[src/rtl/mem_access_unit.sv]
// MEM stage behind the EX-stage ALU: byte/half/word loads and stores on a
// ready-handshaked data memory. The pipeline is held while an access is in
// flight; the write-back value is registered and sign/zero-extended.
module mem_access_unit #(
    parameter int TIMEOUT_CYCLES = 16
) (
    input  logic        clk,
    input  logic        rst_n,
    input  logic        in_valid,
    input  logic [31:0] alu_result,
    input  logic        mem_read,
    input  logic        mem_write,
    input  logic [2:0]  funct3,
    input  logic [31:0] store_data,
    input  logic [4:0]  rd_in,
    input  logic        reg_write_in,
    output logic        dmem_req,
    output logic        dmem_we,
    output logic [31:0] dmem_addr,
    output logic [31:0] dmem_wdata,
    output logic [3:0]  dmem_be,
    input  logic        dmem_ready,
    input  logic [31:0] dmem_rdata,
    output logic        stall,
    output logic [31:0] result,
    output logic        result_valid,
    output logic [4:0]  rd_out,
    output logic        reg_write_out,
    output logic        exc,
    output logic [1:0]  exc_cause
);

    localparam int CNT_W = $clog2(TIMEOUT_CYCLES + 1);
    localparam logic [CNT_W-1:0] CNT_LAST = CNT_W'(TIMEOUT_CYCLES - 1);

    typedef enum logic {IDLE, BUSY} state_t;

    state_t           state;
    logic [CNT_W-1:0] cnt;
    logic [1:0]       addr_lo;
    logic [2:0]       f3_q;
    logic             load_q;
    logic [4:0]       rd_q;
    logic             rw_q;

    logic mem_op;
    logic bad_op;
    logic misalign;
    logic accept;

    // Byte enables for a store: lane(s) selected by the low address bits.
    function automatic logic [3:0] store_be(input logic [2:0] f3, input logic [1:0] a);
        case (f3[1:0])
            2'b00:   store_be = 4'b0001 << a;
            2'b01:   store_be = a[1] ? 4'b1100 : 4'b0011;
            default: store_be = 4'b1111;
        endcase
    endfunction

    // Store data replicated across lanes so the enabled lane carries it.
    function automatic logic [31:0] store_wdata(input logic [2:0] f3, input logic [31:0] d);
        case (f3[1:0])
            2'b00:   store_wdata = {4{d[7:0]}};
            2'b01:   store_wdata = {2{d[15:0]}};
            default: store_wdata = d;
        endcase
    endfunction

    // Pick the addressed lane of the read word and extend it to 32 bits.
    function automatic logic [31:0] load_ext(input logic [31:0] w, input logic [1:0] a,
                                             input logic [2:0] f3);
        logic [7:0]  b;
        logic [15:0] h;
        b = w[8*a +: 8];
        h = a[1] ? w[31:16] : w[15:0];
        case (f3)
            3'b000:  load_ext = {{24{b[7]}}, b};
            3'b001:  load_ext = {{16{h[15]}}, h};
            3'b100:  load_ext = {24'd0, b};
            3'b101:  load_ext = {16'd0, h};
            default: load_ext = w;
        endcase
    endfunction

    // Decode of the incoming slot: legality, alignment and acceptance.
    always_comb begin
        mem_op   = mem_read | mem_write;
        bad_op   = 1'b0;
        misalign = 1'b0;
        if (mem_read && mem_write) begin
            bad_op = 1'b1;
        end else if (mem_read) begin
            bad_op = !(funct3 inside {3'b000, 3'b001, 3'b010, 3'b100, 3'b101});
        end else if (mem_write) begin
            bad_op = !(funct3 inside {3'b000, 3'b001, 3'b010});
        end
        case (funct3[1:0])
            2'b01:   misalign = alu_result[0];
            2'b10:   misalign = |alu_result[1:0];
            default: misalign = 1'b0;
        endcase
        accept = (state == IDLE) && in_valid && mem_op && !bad_op && !misalign;
    end

    // Request is live for the whole BUSY period; stall covers accept and waiting.
    always_comb begin
        dmem_req = (state == BUSY);
        stall    = rst_n && (accept || ((state == BUSY) && !dmem_ready));
    end

    // Access FSM with registered bus signals and write-back outputs.
    always_ff @(posedge clk or negedge rst_n) begin
        if (!rst_n) begin
            state         <= IDLE;
            cnt           <= '0;
            addr_lo       <= 2'b00;
            f3_q          <= 3'b000;
            load_q        <= 1'b0;
            rd_q          <= 5'd0;
            rw_q          <= 1'b0;
            dmem_we       <= 1'b0;
            dmem_addr     <= 32'd0;
            dmem_wdata    <= 32'd0;
            dmem_be       <= 4'd0;
            result        <= 32'd0;
            result_valid  <= 1'b0;
            rd_out        <= 5'd0;
            reg_write_out <= 1'b0;
            exc           <= 1'b0;
            exc_cause     <= 2'b00;
        end else begin
            result_valid <= 1'b0;
            exc          <= 1'b0;
            exc_cause    <= 2'b00;
            case (state)
                IDLE: begin
                    if (in_valid) begin
                        if (!mem_op) begin
                            result        <= alu_result;
                            result_valid  <= 1'b1;
                            rd_out        <= rd_in;
                            reg_write_out <= reg_write_in;
                        end else if (bad_op || misalign) begin
                            exc           <= 1'b1;
                            exc_cause     <= bad_op ? 2'b10 : 2'b01;
                            result        <= 32'd0;
                            result_valid  <= 1'b1;
                            rd_out        <= rd_in;
                            reg_write_out <= 1'b0;
                        end else begin
                            state      <= BUSY;
                            cnt        <= '0;
                            addr_lo    <= alu_result[1:0];
                            f3_q       <= funct3;
                            load_q     <= mem_read;
                            rd_q       <= rd_in;
                            rw_q       <= reg_write_in;
                            dmem_we    <= mem_write;
                            dmem_addr  <= {alu_result[31:2], 2'b00};
                            dmem_be    <= mem_write ? store_be(funct3, alu_result[1:0]) : 4'b1111;
                            dmem_wdata <= mem_write ? store_wdata(funct3, store_data) : 32'd0;
                        end
                    end
                end
                BUSY: begin
                    if (dmem_ready) begin
                        state         <= IDLE;
                        result        <= load_q ? load_ext(dmem_rdata, addr_lo, f3_q) : 32'd0;
                        result_valid  <= 1'b1;
                        rd_out        <= rd_q;
                        reg_write_out <= load_q && rw_q;
                    end else if (cnt == CNT_LAST) begin
                        state         <= IDLE;
                        exc           <= 1'b1;
                        exc_cause     <= 2'b11;
                        result        <= 32'd0;
                        result_valid  <= 1'b1;
                        rd_out        <= rd_q;
                        reg_write_out <= 1'b0;
                    end else begin
                        cnt <= cnt + 1'b1;
                    end
                end
                default: state <= IDLE;
            endcase
        end
    end

endmodule

[config.mk]
export PLATFORM = sky130hd
export DESIGN_NAME = mem_access_unit
export DESIGN_NICKNAME = d
export VERILOG_FILES = /design/src/rtl/mem_access_unit.sv
export SDC_FILE = /design/constraint.sdc
export NUM_CORES = 1
export LEC_CHECK = 0
export CELL_PAD_IN_SITES_DETAIL_PLACEMENT = 2
export CELL_PAD_IN_SITES_GLOBAL_PLACEMENT = 2
export CORE_ASPECT_RATIO = 0.8
export CORE_MARGIN = 4
export CORE_UTILIZATION = 25
export CTS_CLUSTER_DIAMETER = 80
export DETAILED_ROUTE_END_ITERATION = 10
export HOLD_SLACK_MARGIN = 0.06
export PLACE_DENSITY_LB_ADDON = 0.05
export SLEW_MARGIN = 20
export SYNTH_ARGS = -nofsm -noshare
export SYNTH_HDL_FRONTEND = slang
export SYNTH_SLANG_ARGS = --single-unit
[constraint.sdc]
create_clock -name clk -period 3.35 [get_ports clk]
set_input_delay 1.005 -clock clk [delete_from_list [all_inputs] [get_ports clk]]
set_output_delay 1.005 -clock clk [all_outputs]
set_load 0.01 [all_outputs]
After elaboration in Yosys (flattened, before gate mapping):

Cells that the tools add are included.
W data, S select, Z words.

* input port bits: 111
* memory bits (writable): 0
* memories kept: 0
* memory bits (read-only): 0
* output and inout bits: 113
* latch bits: 0
* register bits: 127

* divide/modulo/power cells: 0
* shift-type cells: 2
* $add $sub $neg: 1
* multipliers: 0
* eq/ne operators: 17
* reductions and logical operators: 24
* multiplexer cells: 59
* magnitude comparators: 0
* bitwise gates (word level): 3

Operator list (count)
* $mux W32: 7
* $pmux W32 S2: 2
* $pmux W32 S4: 1
* $mux W5: 10
* $shiftx A32 B6 Y8: 1
* $mux W1: 21
* $pmux W5 S2: 2
* $mux W16: 1
* $eq A3 B3 Y1 const B: 4
* $mux W2: 6
* $ne A2 B2 Y1 const B: 5
* $pmux W1 S2: 5
* $logic_and A1 B1 Y1: 8
* $mux W4: 2
* $pmux W4 S2: 1
* $eq A3 B1 Y1 const B: 2
* $logic_not A3 Y1: 2
* $ne A3 B2 Y1 const B: 2
* $add A5 B1 Y5 const B: 1
* $eq A5 B4 Y1 const B: 1
* $logic_not A1 Y1: 5
* $reduce_and A5 Y1: 1
* $reduce_bool A5 Y1: 1
* $pmux W2 S2: 1
* 12 further kinds: 14

Logic depth before layout (Yosys ltp):

Gate-level depths: netlist (run 1).

* depth in word-level cells: 11
* gate-level depth with buffers: 11
* mapped depth without buffers: 8

Worst setup path after synthesis (run 1):

Ideal clock, no wire load.

* kind: input to output
* start point: input funct3[1]
* end point: output stall
* required time: 2345 ps
* path buffers: 3
* data arrival time: 2502 ps
* setup slack: -157 ps
* stages: 9
* cell sequence: inv_1 -> ha_1 -> buf_4 -> or2_4 -> a31oi_4 -> nand4b_1 -> buf_4 -> buf_2 -> a21boi_1

* word-level cells in the longest chain between the ends: 11
* elaborated cells on any way between the ends: 21
* classes of those cells: 6 x eq/ne; 4 x mux; 11 x reduce/logical

Ends and longest elaborated chain
* start, declared: RTL line 13 `input logic [2:0] funct3,`
* $eq A3 B1 Y1 (tied with other cells): RTL line 93, 95
* $reduce_bool A3 Y1: RTL line 95 `bad_op = !(funct3 inside {3'b000, 3'b001, 3'b010});`
* $logic_not A1 Y1: RTL line 95
* $mux W1: RTL line 94 `end else if (mem_write) begin`
* $mux W1: RTL line 92 `end else if (mem_read) begin`
* $mux W1: RTL line 90 `if (mem_read && mem_write) begin`
* $logic_not A1 Y1: RTL line 102 `accept = (state == IDLE) && in_valid && mem_op && !bad_op && !misalign;`
* $logic_and A1 B1 Y1: RTL line 102
* $logic_and A1 B1 Y1 *: RTL line 102
* $logic_or A1 B1 Y1 *: RTL line 108 `stall = rst_n && (accept || ((state == BUSY) && !dmem_ready));`
* $logic_and A1 B1 Y1 *: RTL line 108
* end, declared: RTL line 24 `output logic stall,`

Every way passes the cells marked *; elsewhere a longest branch is shown, timed or not.

Worst setup path after layout (run 1):

* start point: input funct3[0]
* end point: output stall

The elaborated chain is that of the path after synthesis.

==> results of run 1 <==
-- layout make-up --
cell class | count | area share [%]
tap | 318 | 4.06
sequential | 127 | 32.4
inverter | 12 | 0.510
clock inverter | 12 | 1.64
multi-input combinational | 406 | 29.4
timing repair buffer | 270 | 27.3
clock buffer | 19 | 4.62
-- worst min path at each step --
| stage | end | slack (ns) | cells after the start |
|---|---|---|---|
| after floorplan | cnt[3] | 0.44 | 1 |
| after global placement | cnt[3] | 0.46 | 1 |
| after detailed placement | cnt[3] | 0.46 | 1 |
| after CTS | cnt[3] | 0.47 | 1 |
| after global routing | dmem_wdata[24] | 0.49 | 1 |
| final | cnt[3] | 0.47 | 1 |
-- through the flow --
stage / total power [uW] / hold slack (ns) / utilization, % / cell area [um^2]
detailed placement: 4710 / 0.464 / 37.1 / 9090
global placement: 4630 / 0.456 / 37.1 / 9090
CTS: 6730 / 0.471 / 40.0 / 9800
finish: 6620 / 0.469 / 40.0 / 9810
floorplan: 3330 / 0.443 / - / 6300
global route: 7000 / 0.488 / 40.0 / 9810
-- where the power goes --
part	total, uW	switching [uW]	internal (uW)
clock network	1950	735	1210
registers	2280	308	1970
logic	2390	1050	1340
-- layer usage --
metal,vias up,routed length (um)
li1,2612,-
met1,2870,12300
met2,145,11300
met3,22,1230
met4,2,240
met5,-,13
-- flip-flops by register name, indices dropped and copies added (netlist names), 2 cells and up --
signal,count
f3_q,3
dmem_addr,30
dmem_be,4
result,32
addr_lo,2
rd_out,5
rd_q,5
exc_cause,2
cnt,5
dmem_wdata,32
-- cells in the mapped netlist, drive strengths merged (11+ instances only) --
cell / instances
a2bb2oi: 11
clkbuf: 18
a31oi: 20
buf: 25
a21oi: 46
mux2i: 11
mux2: 53
a22oi: 21
nand2: 62
inv: 12
dfrtp: 127
o21ai: 52
nor2: 47
-- kinds of logic after synthesis --
logic type	after synthesis
adder cells (fa/ha/maj)	6
flip-flops	127
AO/OA/AOI/OAI	192
AND/OR/NAND/NOR	141
multiplexers	65
other	1
buffers and inverters	55
-- what timing repair did --
item,in CTS,in global routing
pin swaps,6,3
endpoints found under the setup margin,53,5
setup buffers,3,0
endpoints found under the hold margin,0,0
gates resized for setup,37,2
==> results by stage, run 1 <==
Logic synthesis:
- After Yosys synthesis, XOR and XNOR cells account for 0% of the synthesized area.
- The synthesis warning total is 0.
- Sequential elements use 50.7% of the synthesized area.
- The synthesized netlist devotes 19.7% of its cell area to compound gates.
- In this run, distinct cell masters in the synthesized netlist total 52.
- The synthesized netlist devotes 9.87% of its cell area to simple gates.
- The mapped netlist covers 6270 um^2.
- Measured against the total synthesized area, the mux share comes to 13.7%.
- The synthesized design contains 0 enable-type register cells.
- The most frequently used flop master after synthesis is dfrtp_1.
- The synthesized netlist cell count is around 600.
- The share of synthesized registers carrying an async set or reset is 100%.
- After synthesis, the largest family of logic cells by area is compound AO/OA/AOI/OAI gates.
- Synthesis inferred ~130 register bits.
- The mean post-synth cell area is about 11 um^2.
- The library cell with the largest summed area after synthesis is dfrtp_1.
- After synthesis, the cell types taking the most area are dfrtp_1 51%, mux2_4 8.4%, nand2_1 3.7%, a21oi_1 3.7%, nor2_1 2.8%.
- The top cell type by area accounts for 50.7% of the synthesized area.
- The synthesized netlist devotes between 1 and 1.5% of its cell area to adder and majority cells.

Final layout:
- The library cells used most frequently in the layout, excluding fill and tap cells, are 213 x clkdlybuf4s50_1, 127 x dfrtp_1, 62 x nand2_1.
- The area taken by flip-flops and latches is between 3000 and 4000 um^2.
- The filler cells instantiated in the layout total between 2,000 and 3,000.
- The count of cells in the finished layout, fillers not included, comes to 1,164.
- The fraction of final layout cells sized beyond drive strength 1 is ~18%.
- The library cell used most frequently in the layout, excluding fill and tap cells, is clkdlybuf4s50_1.
- The synthesis-to-layout area growth is 56.4%.
- In the final design database the tool counted 951 nets.
- In the final layout, the multi-input gates occupy 2890 um^2.
- 0 antenna diodes ended up in the layout.

Floorplan:
- After floorplanning, the core was sized to cover between 20,000 and 25,000 um^2.
- In this run the core area contains approximately 50 standard-cell rows.
- The die boundary width is roughly 190 um.
- The starting density of the core is around 26%.
- The die area is around 28,000 um^2.
- The die height is ~150 um.
- 224 I/O pins were placed.

GRT:
- The via count of the first global-routing pass is approximately 6,300.
- The busiest layer in global routing is met2.
- The first global-routing pass estimated just under 40 mm of wire.
- The global routing usage on met2 is roughly 28%.
- For this run, global-route usage on met3 was measured as approximately 4.3%.
- Entering global routing, the biggest net connects 72 pins.
- The total track usage is a little under a fifth.
- The global routing usage on met1 is around 26%.
- Summed over all layers, the global routing overflow is 0.
- The number of antenna violations at the first check in global routing is 1.

STA:
- The number of endpoints failing setup at the final stage is 0.
- The final-layout setup total negative slack is 0 ns.
- The number of hold violations in the final report was 0.
- The final max-slew violation count is 0.
- The fmax is around 0.3 GHz.
- The final worst setup slack is approximately 0.029 ns.
- Setup repair after global routing could not meet its margin everywhere.
- At the pin with the least slew margin, the transition time is roughly 0.95 ns.
- The share of the clock period used by the worst path is 99.1%.
- The minimum clock period after layout is 3.32 ns.
- The final clock skew is 0.0115 ns.
- The worst pin sits at a relative slew slack of a little over a third.

Place:
- The post-detailed-placement half-perimeter wirelength is ~19 mm.
- The congestion estimate from routability-driven global placement came to between 0.8 and 0.9.
- The placed cell count is 1,130.
- The minimum setup slack after placement is -0.891 ns.
- In this run the tool buffered the top-level ports with about 220 buffer cells.

Min path:
- The worst min-delay path startpoint is cnt[3].
- The min-delay analysis places its worst path in the category reg -> reg.

Route:
- The number of vias per cell is around 4.9.
- The post-detailed-route count of antenna-violating nets is 0.
- The average detailed-routed wire length per instance is 21.6 um.
- The iteration-0 DRC count of the detailed router is about 230.
- The overall via count from detail_route is roughly 5,700.
- Wires add up to 25.1 mm.
- The total DRC errors in the routed layout is 0.
- The total iterations of the first detailed-routing run is 4.

Clocking:
- The H-tree was split into 4 levels.
- The number of hold buffers added after cts is 0.
- The CTS tree is built.
- The clock sink count is 127.
- The clock tree buffer depth is 2.
- The clock latency on the worst-skew pair is ~0.42 ns.
- After clock tree synthesis, the clock-pin slew on the worst setup and hold paths is around 0.060 ns.
- CTS placed an instance of clkbuf_16 at the clock tree root.
- The number of clock buffers added by TritonCTS is 17.

Critical path:
- The gate family responsible for the most delay along the worst path is simple AND/OR/NAND/NOR gates.
- The worst register-to-register path ends at addr_lo[1].
- The launch point of the worst reg-to-reg path is dmem_req.
- In this design, the stage delay of the slowest critical-path cell is between 0.2 and 0.3 ns.
- The worst setup path is launched from an input pin.
- The arrival time of data at the critical path endpoint is 2.32 ns.
- The reg2reg setup slack is ~0.99 ns.
- The highest-delay cell along the critical path is or2_4.
- The critical path runs through a total of 8 cells.
- The number of buffers and inverters on the critical path is 3.
- The most numerous cell on the critical path is buf_6.
- The category of the most critical setup path is in -> out.
- The signal on the critical path passes through buf_8, buf_6, ha_4, or2_4, a31oi_4, nand4b_1, a21boi_4, buf_6.
- STA classifies the critical path endpoint as an output port.
- In this run the worst setup path terminates at stall.
- The critical path starts at funct3[0].
- The required time reported for the critical path endpoint is around 2.3 ns.
- Of all nets on the critical path, the largest fanout is 4.
- The worst reg-to-reg path cell count is 7.

Run status:
- The run finished with clean final reports.

Pwr:
- The maximum vdd drop is ~0.32 mV.
- Power spread over the standard cell area amounts to just under 700 nW/um^2.
- For this design the static power due to leakage is between 0.004 and 0.005 uW.

Job:
- Max-cap violations in this run came to 0.
(Power assumes the default switching activity.)
==> inputs of run 2 (changes only) <==
clock period = 3 ns   (was 3.35 ns; I/O delays follow)
==> run 2 against run 1 <==
Against the previous run: the run now ends with setup timing left; via count grew 1.8%; sequential power grew 12%; total power grew 15%; critical path depth is the same; count of clock-buffer cells in the layout grew 1; highest routed layer unchanged; sequential share of layout area shrank 0.90 points; sequential cell count is the same; critical endpoint unchanged; routed wire length grew 6.5%; non-clock buffer count grew 14; die area is the same.
==> results by stage, run 2 (synthesis gave the netlist of run 1 again) <==
Place:
- The post-detailed-placement half-perimeter wirelength is 19.4 mm (was 18.8 mm).
- The weighted congestion at the end of routability-driven global placement was 0.832 (was 0.830).
- The minimum setup slack after placement came to -1.10 ns (was -0.891 ns).
- The count of port buffers added during placement is 221 (unchanged).
- The placed cell count is 1,134 (was 1,130).

Pwr:
- The overall power of the completed layout is 7580 uW (was 6620 uW).
- The maximum vdd drop was 0.296 mV (was 0.325 mV).
- The internal power component is 5200 uW (was 4530 uW).
- The sequential share of power is 33.8% (was 34.4%).
- The power density normalized to cell area came to 751 nW/um^2 (was 675 nW/um^2).
- The proportion of total power due to net switching is 31.4% (was 31.6%).
- The reported net switching power is 2380 uW (was 2090 uW).
- The combinational fraction of design power is 35.8% (was 36.2%).
- The clock share of power came to 30.4% (was 29.4%).
- The static power due to leakage is 0.00433 uW (was 0.00416 uW).

Clocking:
- The clock tree buffer depth was 2 (unchanged).
- The cell at the root of the clock tree is clkbuf_16 (unchanged).
- The TritonCTS buffer count is 17 (unchanged).
- The clock-pin transition on the worst setup and hold timing paths is 0.06 ns (about the same).
- The clock sink count came to 127 (unchanged).
- The clock latency on the worst-skew pair is 0.42 ns (about the same).
- The CTS tree is built (unchanged).
- The H-tree depth is 4 (unchanged).

Critical path:
- The worst reg-to-reg path cell count was 9 (was 7).
- The category of the most critical setup path is in -> out (unchanged).
- The arrival time of data at the critical path endpoint was 2.26 ns (was 2.32 ns).
- The worst-path maximum fanout is 4 (unchanged).
- The startpoint type of the worst setup path is an input pin (unchanged).
- The required time reported for the critical path endpoint was 2.10 ns (was 2.34 ns).
- The endpoint class of the critical path is an output port (unchanged).

Route:
- The total DRC errors in the routed layout is 0 (unchanged).
- The routed wire length is 26.7 mm (was 25.1 mm).
- The post-detailed-route count of antenna-violating nets is 0 (unchanged).
- The overall via count from detail_route is 5,754 (was 5,651).
- The average detailed-routed wire length per instance is 22.7 um (was 21.6 um).
- The number of vias per cell came to 4.88 (was 4.85).
- The iteration-0 DRC count of the detailed router is 278 (was 231).
- The total iterations of the first detailed-routing run is 4 (unchanged).

Final layout:
- The synthesis-to-layout area growth is 60.9% (was 56.4%).
- Registers with the most flip-flops: dmem_wdata (32), result (32), dmem_addr (30) (unchanged).
- The number of non-filler instances in the completed layout came to 1,179 (was 1,164).
- The final core utilization is 41.2% (was 40.0%).
- The filler cell count in the final layout is 2,549 (was 2,577).
- The multi-input logic area is 2920 um^2 (was 2890 um^2).
- The most common cell after layout, fill and taps aside is clkdlybuf4s50_1 (unchanged).
- Highest-count cells in the layout ignoring fill and taps: 215 x clkdlybuf4s50_1, 127 x dfrtp_1, 62 x nand2_1 (was 213 x clkdlybuf4s50_1, 127 x dfrtp_1, 62 x nand2_1).
- The area taken by flip-flops and latches came to 3180 um^2 (unchanged).
- The number of nets in the layout is 965 (was 951).
- The fraction of final layout cells sized beyond drive strength 1 is 19.5% (was 17.6%).
- The count of inserted antenna diode cells was 0 (unchanged).

Floorplan:
- The number of core rows is 51 (unchanged).
- The core area was 24,500 um^2 (unchanged).
- The die boundary width is 185 um (unchanged).
- The die height was 150 um (unchanged).
- The I/O pin count is 224 (unchanged).
- The die area came to 27,700 um^2 (unchanged).
- The starting density of the core is 25.6% (unchanged).

STA:
- Derived from the worst setup path, the maximum achievable clock frequency is about 0.32 GHz.
- The final worst setup slack came to -0.162 ns (was 0.0291 ns).
- The measured slew at the worst slew-check pin is 0.934 ns (was 0.951 ns).
- The worst path uses 105% of the clock period.
- The number of hold violations in the final report is 0 (unchanged).
- The smallest clock period supported by the final layout is computed as around 3.2 ns.
- RSZ-0062 raised after global routing: true (unchanged).
- The worst-case headroom to the max-slew limit is 37.6% (was 36.5%).
- The number of endpoints failing setup at the final stage is 1 (was 0).
- The final max-slew violation count is 0 (unchanged).
- The final clock skew is 0.0126 ns (was 0.0115 ns).

GRT:
- The maximum number of pins on one net before global-route repair is 128 (was 72).
- The number of antenna violations at the first check in global routing is 1 (unchanged).
- The via count of the first global-routing pass is 6,383 (was 6,344).
- The total track usage came to 19.3% (was 18.2%).
- The wire length of the first global-routing pass is 40.6 mm (was 38.5 mm).
- The total overflow reported by the global router was 0 (unchanged).

Run status:
- The checks that failed: setup timing.
- Outcome: complete, but fails checks (was complete, no violations).

Min path:
- The number of stages on the worst hold path came to 1 (unchanged).
- The class of the tightest hold or removal check is reg -> reg (unchanged).

Job:
- The number of max-capacitance violations reported is 0 (unchanged).
==> run 2: cell types whose count changed in the layout (fill, tap and decap cells not counted), moves of 2 or more <==
cell / change
buf_12: -4
buf_4: +12
o21ai_2: +2
clkdlybuf4s50_1: +2
clkinv_4: -3
dlygate4sd2_1: -2
buf_16: +3
buf_6: -3
bufbuf_16: +4
o21ai_1: -2
==> run 2: layer usage <==
| layer | wire [um] | global-route usage (%) | part of all wire, % | up-vias |
|---|---|---|---|---|
| li1 | - | - | - | 2651 |
| met5 | 7 | 0 | 0.026 | - |
| met4 | 229 | 3.52 | 0.86 | 2 |
| met2 | 12300 | 30.0 | 46 | 137 |
| met1 | 12800 | 27.7 | 48 | 2948 |
| met3 | 1370 | 4.69 | 5.1 | 16 |
==> run 2: power groups by stage <==
stage / sequential (uW) / clock [uW] / combinational [uW]
floorplan: 2690 / 0 / 1030
global placement: 2560 / 0 / 2590
detailed placement: 2590 / 0 / 2660
CTS: 2570 / 2360 / 2760
global route: 2640 / 2440 / 2930
finish: 2560 / 2300 / 2720
==> run 2: final timing paths <==
check                           from              to  slack [ns]
setup / recovery           funct3[0]           stall       -0.16
hold / removal                cnt[3]          cnt[3]        0.48
setup reg to reg              cnt[0]      result[24]        0.71
hold reg to reg               cnt[3]          cnt[3]        0.48
max in group asynchronous      rst_n      dmem_be[0]        1.85
min in group asynchronous      rst_n  dmem_wdata[30]        0.62
==> run 2: worst max-delay path: stages <==
cell	delay [ns]
buf_8	0.08
clkinvlp_4	0.14
ha_4	0.21
or2_4	0.26
a31oi_4	0.14
nand4b_1	0.19
a21boi_4	0.21
buf_6	0.12
==> run 2: cell type report <==
cell class              instances  area share, %
clock buffers                  20           4.62
clock inverters                12           1.79
inverters                      12          0.558
multi-input cells             406           28.9
flip-flops and latches        127           31.5
well taps                     318           3.94
repair buffers                284           28.7
==> run 2: repair_timing <==
item | 4_1_cts | 5_1_grt
endpoints found under the setup margin | 87 | 21
pin swaps | 8 | 6
gates resized for setup | 36 | 6
hold buffers | 0 | 0
buffers inserted | 11 | 3
cloned | 5 | 0
==> run 2: stage by stage <==
step | area, um^2 | TNS [ns] | hold slack (ns)
after floorplan | 6350 | -0.0719 | 0.443
final | 10100 | -0.162 | 0.480
after global placement | 9120 | -61.34 | 0.459
after CTS | 10100 | -0.231 | 0.483
after global routing | 10100 | -0.214 | 0.506
after detailed placement | 9120 | -79.30 | 0.476
==> inputs of run 3 (changes only) <==
TNS_END_PERCENT = 1   (was not set)
==> run 3 against run 2 <==
Against the previous run: the flow still finishes with violations (setup timing); clock power about the same; worst setup slack got worse by 0.020 ns; highest routed layer unchanged; sequential share of layout area about the same; global-route usage decreased by 0.52 points; clock skew decreased by 0.0013 ns; sequential power about the same; count of clock-buffer cells in the layout unchanged; core utilization about the same; fmax decreased by 0.62%; sequential cell count unchanged.
==> results by stage, run 3 (synthesis gave the netlist of run 1 again) <==
Critical path:
- The maximum single-stage delay on the critical path came to 0.26 ns (about the same).
- The endpoint class of the critical path is an output port (unchanged).
- The number of buffers and inverters on the critical path came to 3 (unchanged).
- Worst-path cell chain: buf_8, clkinvlp_4, ha_4, or2_4, a31oi_4, nand4b_1, a21boi_4, buf_6 (unchanged).
- The category of the most critical setup path is in -> out (unchanged).
- The launch point of the worst path is funct3[0] (unchanged).
- The required time reported for the critical path endpoint came to 2.10 ns (about the same).
- The worst reg-to-reg path cell count is 12 (was 9).
- The worst-path maximum fanout is 4 (unchanged).
- The gate family responsible for the most delay along the worst path is simple AND/OR/NAND/NOR gates (unchanged).
- The launch point of the worst reg-to-reg path is dmem_req (was cnt[0]).
- The highest-delay cell along the critical path is or2_4 (unchanged).
- The logic depth of the worst path, buffers included is 8 (unchanged).
- The arrival time of data at the critical path endpoint came to 2.28 ns (was 2.26 ns).
- The startpoint type of the worst setup path is an input pin (unchanged).

Pwr:
- The overall power of the completed layout was 7590 uW (was 7580 uW).
- The power density normalized to cell area is 752 nW/um^2 (was 751 nW/um^2).
- The maximum vdd drop is 0.298 mV (was 0.296 mV).
- The static power due to leakage is 0.00433 uW (about the same).

Min path:
- The class of the tightest hold or removal check is reg -> reg (unchanged).
- The number of stages on the worst hold path came to 1 (unchanged).
- The worst min-delay path startpoint is cnt[3] (unchanged).

STA:
- The final clock skew is 0.0113 ns (was 0.0126 ns).
- The worst-case headroom to the max-slew limit is 37.3% (was 37.6%).
- The minimum clock period after layout is 3.18 ns (was 3.16 ns).
- The measured slew at the worst slew-check pin came to 0.939 ns (was 0.934 ns).
- The final worst setup slack is -0.181 ns (was -0.162 ns).
- The number of hold violations in the final report was 0 (unchanged).
- The fmax came to 0.314 GHz (was 0.316 GHz).
- The number of endpoints failing setup at the final stage came to 10 (was 1).
- The share of the clock period used by the worst path is 106% (was 105%).
- RSZ-0062 raised after global routing: true (unchanged).
- The smallest hold slack is 0.477 ns (was 0.480 ns).
- The final max-slew violation count is 0 (unchanged).

Final layout:
- The synthesis-to-layout area growth is 61.0% (was 60.9%).
- The count of inserted antenna diode cells is 0 (unchanged).
- Highest-count cells in the layout ignoring fill and taps: 215 x clkdlybuf4s50_1, 127 x dfrtp_1, 62 x nand2_1 (unchanged).
- The number of nets in the layout is 967 (was 965).
- The final core utilization is 41.2% (about the same).
- Registers with the most flip-flops: dmem_wdata (32), result (32), dmem_addr (30) (unchanged).
- The most common cell after layout, fill and taps aside is clkdlybuf4s50_1 (unchanged).
- The filler cell count in the final layout was 2,550 (was 2,549).
- The number of non-filler instances in the completed layout is 1,181 (was 1,179).
- The fraction of final layout cells sized beyond drive strength 1 is 20.0% (was 19.5%).

Clocking:
- The clock latency on the worst-skew pair is 0.42 ns (about the same).
- The CTS tree is built (unchanged).
- The clock-pin transition on the worst setup and hold timing paths is 0.06 ns (about the same).
- The H-tree depth came to 4 (unchanged).
- The clock sink count is 127 (unchanged).
- The cell at the root of the clock tree is clkbuf_16 (unchanged).
- The number of hold buffers added after cts is 0 (unchanged).
- The clock tree buffer depth is 2 (unchanged).
- The TritonCTS buffer count is 17 (unchanged).

Floorplan:
- The core area is 24,500 um^2 (unchanged).
- The die boundary width is 185 um (unchanged).
- The die area was 27,700 um^2 (unchanged).
- The number of core rows is 51 (unchanged).
- The die height was 150 um (unchanged).
- The starting density of the core is 25.6% (unchanged).
- The I/O pin count was 224 (unchanged).

Route:
- The total iterations of the first detailed-routing run is 4 (unchanged).
- The number of vias per cell is 4.86 (was 4.88).
- The routed wire length is 26.9 mm (was 26.7 mm).
- The iteration-0 DRC count of the detailed router is 290 (was 278).
- The post-detailed-route count of antenna-violating nets is 0 (unchanged).
- The overall via count from detail_route is 5,745 (was 5,754).
- The total DRC errors in the routed layout is 0 (unchanged).
- The average detailed-routed wire length per instance is 22.8 um (was 22.7 um).

Place:
- The minimum setup slack after placement is -1.10 ns (unchanged).
- The count of port buffers added during placement came to 221 (unchanged).
- The weighted congestion at the end of routability-driven global placement is 0.832 (unchanged).
- The post-detailed-placement half-perimeter wirelength is 19.4 mm (unchanged).
- The placed cell count was 1,134 (unchanged).

GRT:
- The maximum number of pins on one net before global-route repair came to 128 (unchanged).
- The number of antenna violations at the first check in global routing is 1 (unchanged).
- The total track usage was 18.8% (was 19.3%).
- The wire length of the first global-routing pass is 39.8 mm (was 40.6 mm).
- The total overflow reported by the global router is 0 (unchanged).
- The via count of the first global-routing pass is 6,349 (was 6,383).

Job:
- The number of max-capacitance violations reported is 0 (unchanged).

Run status:
- Failing checks: setup timing (unchanged).
- Outcome: complete, but fails checks (unchanged).
==> run 3: metrics by stage <==
| stage | TNS [ns] | cell area, um^2 |
|---|---|---|
| after detailed placement | -79.30 | 9120 |
| after floorplan | -0.0719 | 6350 |
| after global placement | -61.34 | 9120 |
| after CTS | -8.79 | 9910 |
| after global routing | -1.90 | 10100 |
| final | -0.332 | 10100 |
==> run 3: final cells by class <==
class	count	area, um^2	area share [%]
clock buffers	20	467	4.62
inverters	12	56.3	0.557
repair buffers	286	2900	28.7
flip-flops and latches	127	3180	31.5
multi-input cells	406	2930	29.0
well taps	318	398	3.94
clock inverters	12	180	1.78
==> run 3: metal layers <==
layer / GRT usage [%] / part of all wire (%)
met1: 26.4 / 47
met2: 29.5 / 46
met3: 5.13 / 5.4
met4: 3.08 / 0.73
met5: 0 / 0.026
==> run 3: path summary, 6_finish.rpt <==
| check | end | slack (ns) |
|---|---|---|
| worst max-delay path | stall | -0.18 |
| worst min-delay path | cnt[3] | 0.48 |
| worst max register to register | dmem_addr[4] | 0.60 |
| worst min register to register | cnt[3] | 0.48 |
| max in group asynchronous | result[6] | 1.84 |
| min in group asynchronous | dmem_wdata[30] | 0.62 |
==> run 3: repair_timing <==
item,in CTS,in global routing
buffers inserted,11,2
hold endpoints to repair,0,0
gates resized for setup,34,18
pin swaps,8,5
gates cloned,0,4
endpoints found under the setup margin,87,81
==> run 3: power by group <==
part	internal, uW	switching, uW
combinational	1540	1190
sequential	2200	361
clock	1460	836
total	5200	2390
==> run 3: worst register-to-register path: cells and delay by family, from the launching register on <==
kind	cells	cell delay [ns]
buffers and inverters	8	1.06
DFF	1	0.42
and+or+nand+nor	2	0.41
muxes	1	0.33
AOI/OAI and AO/OA	1	0.08
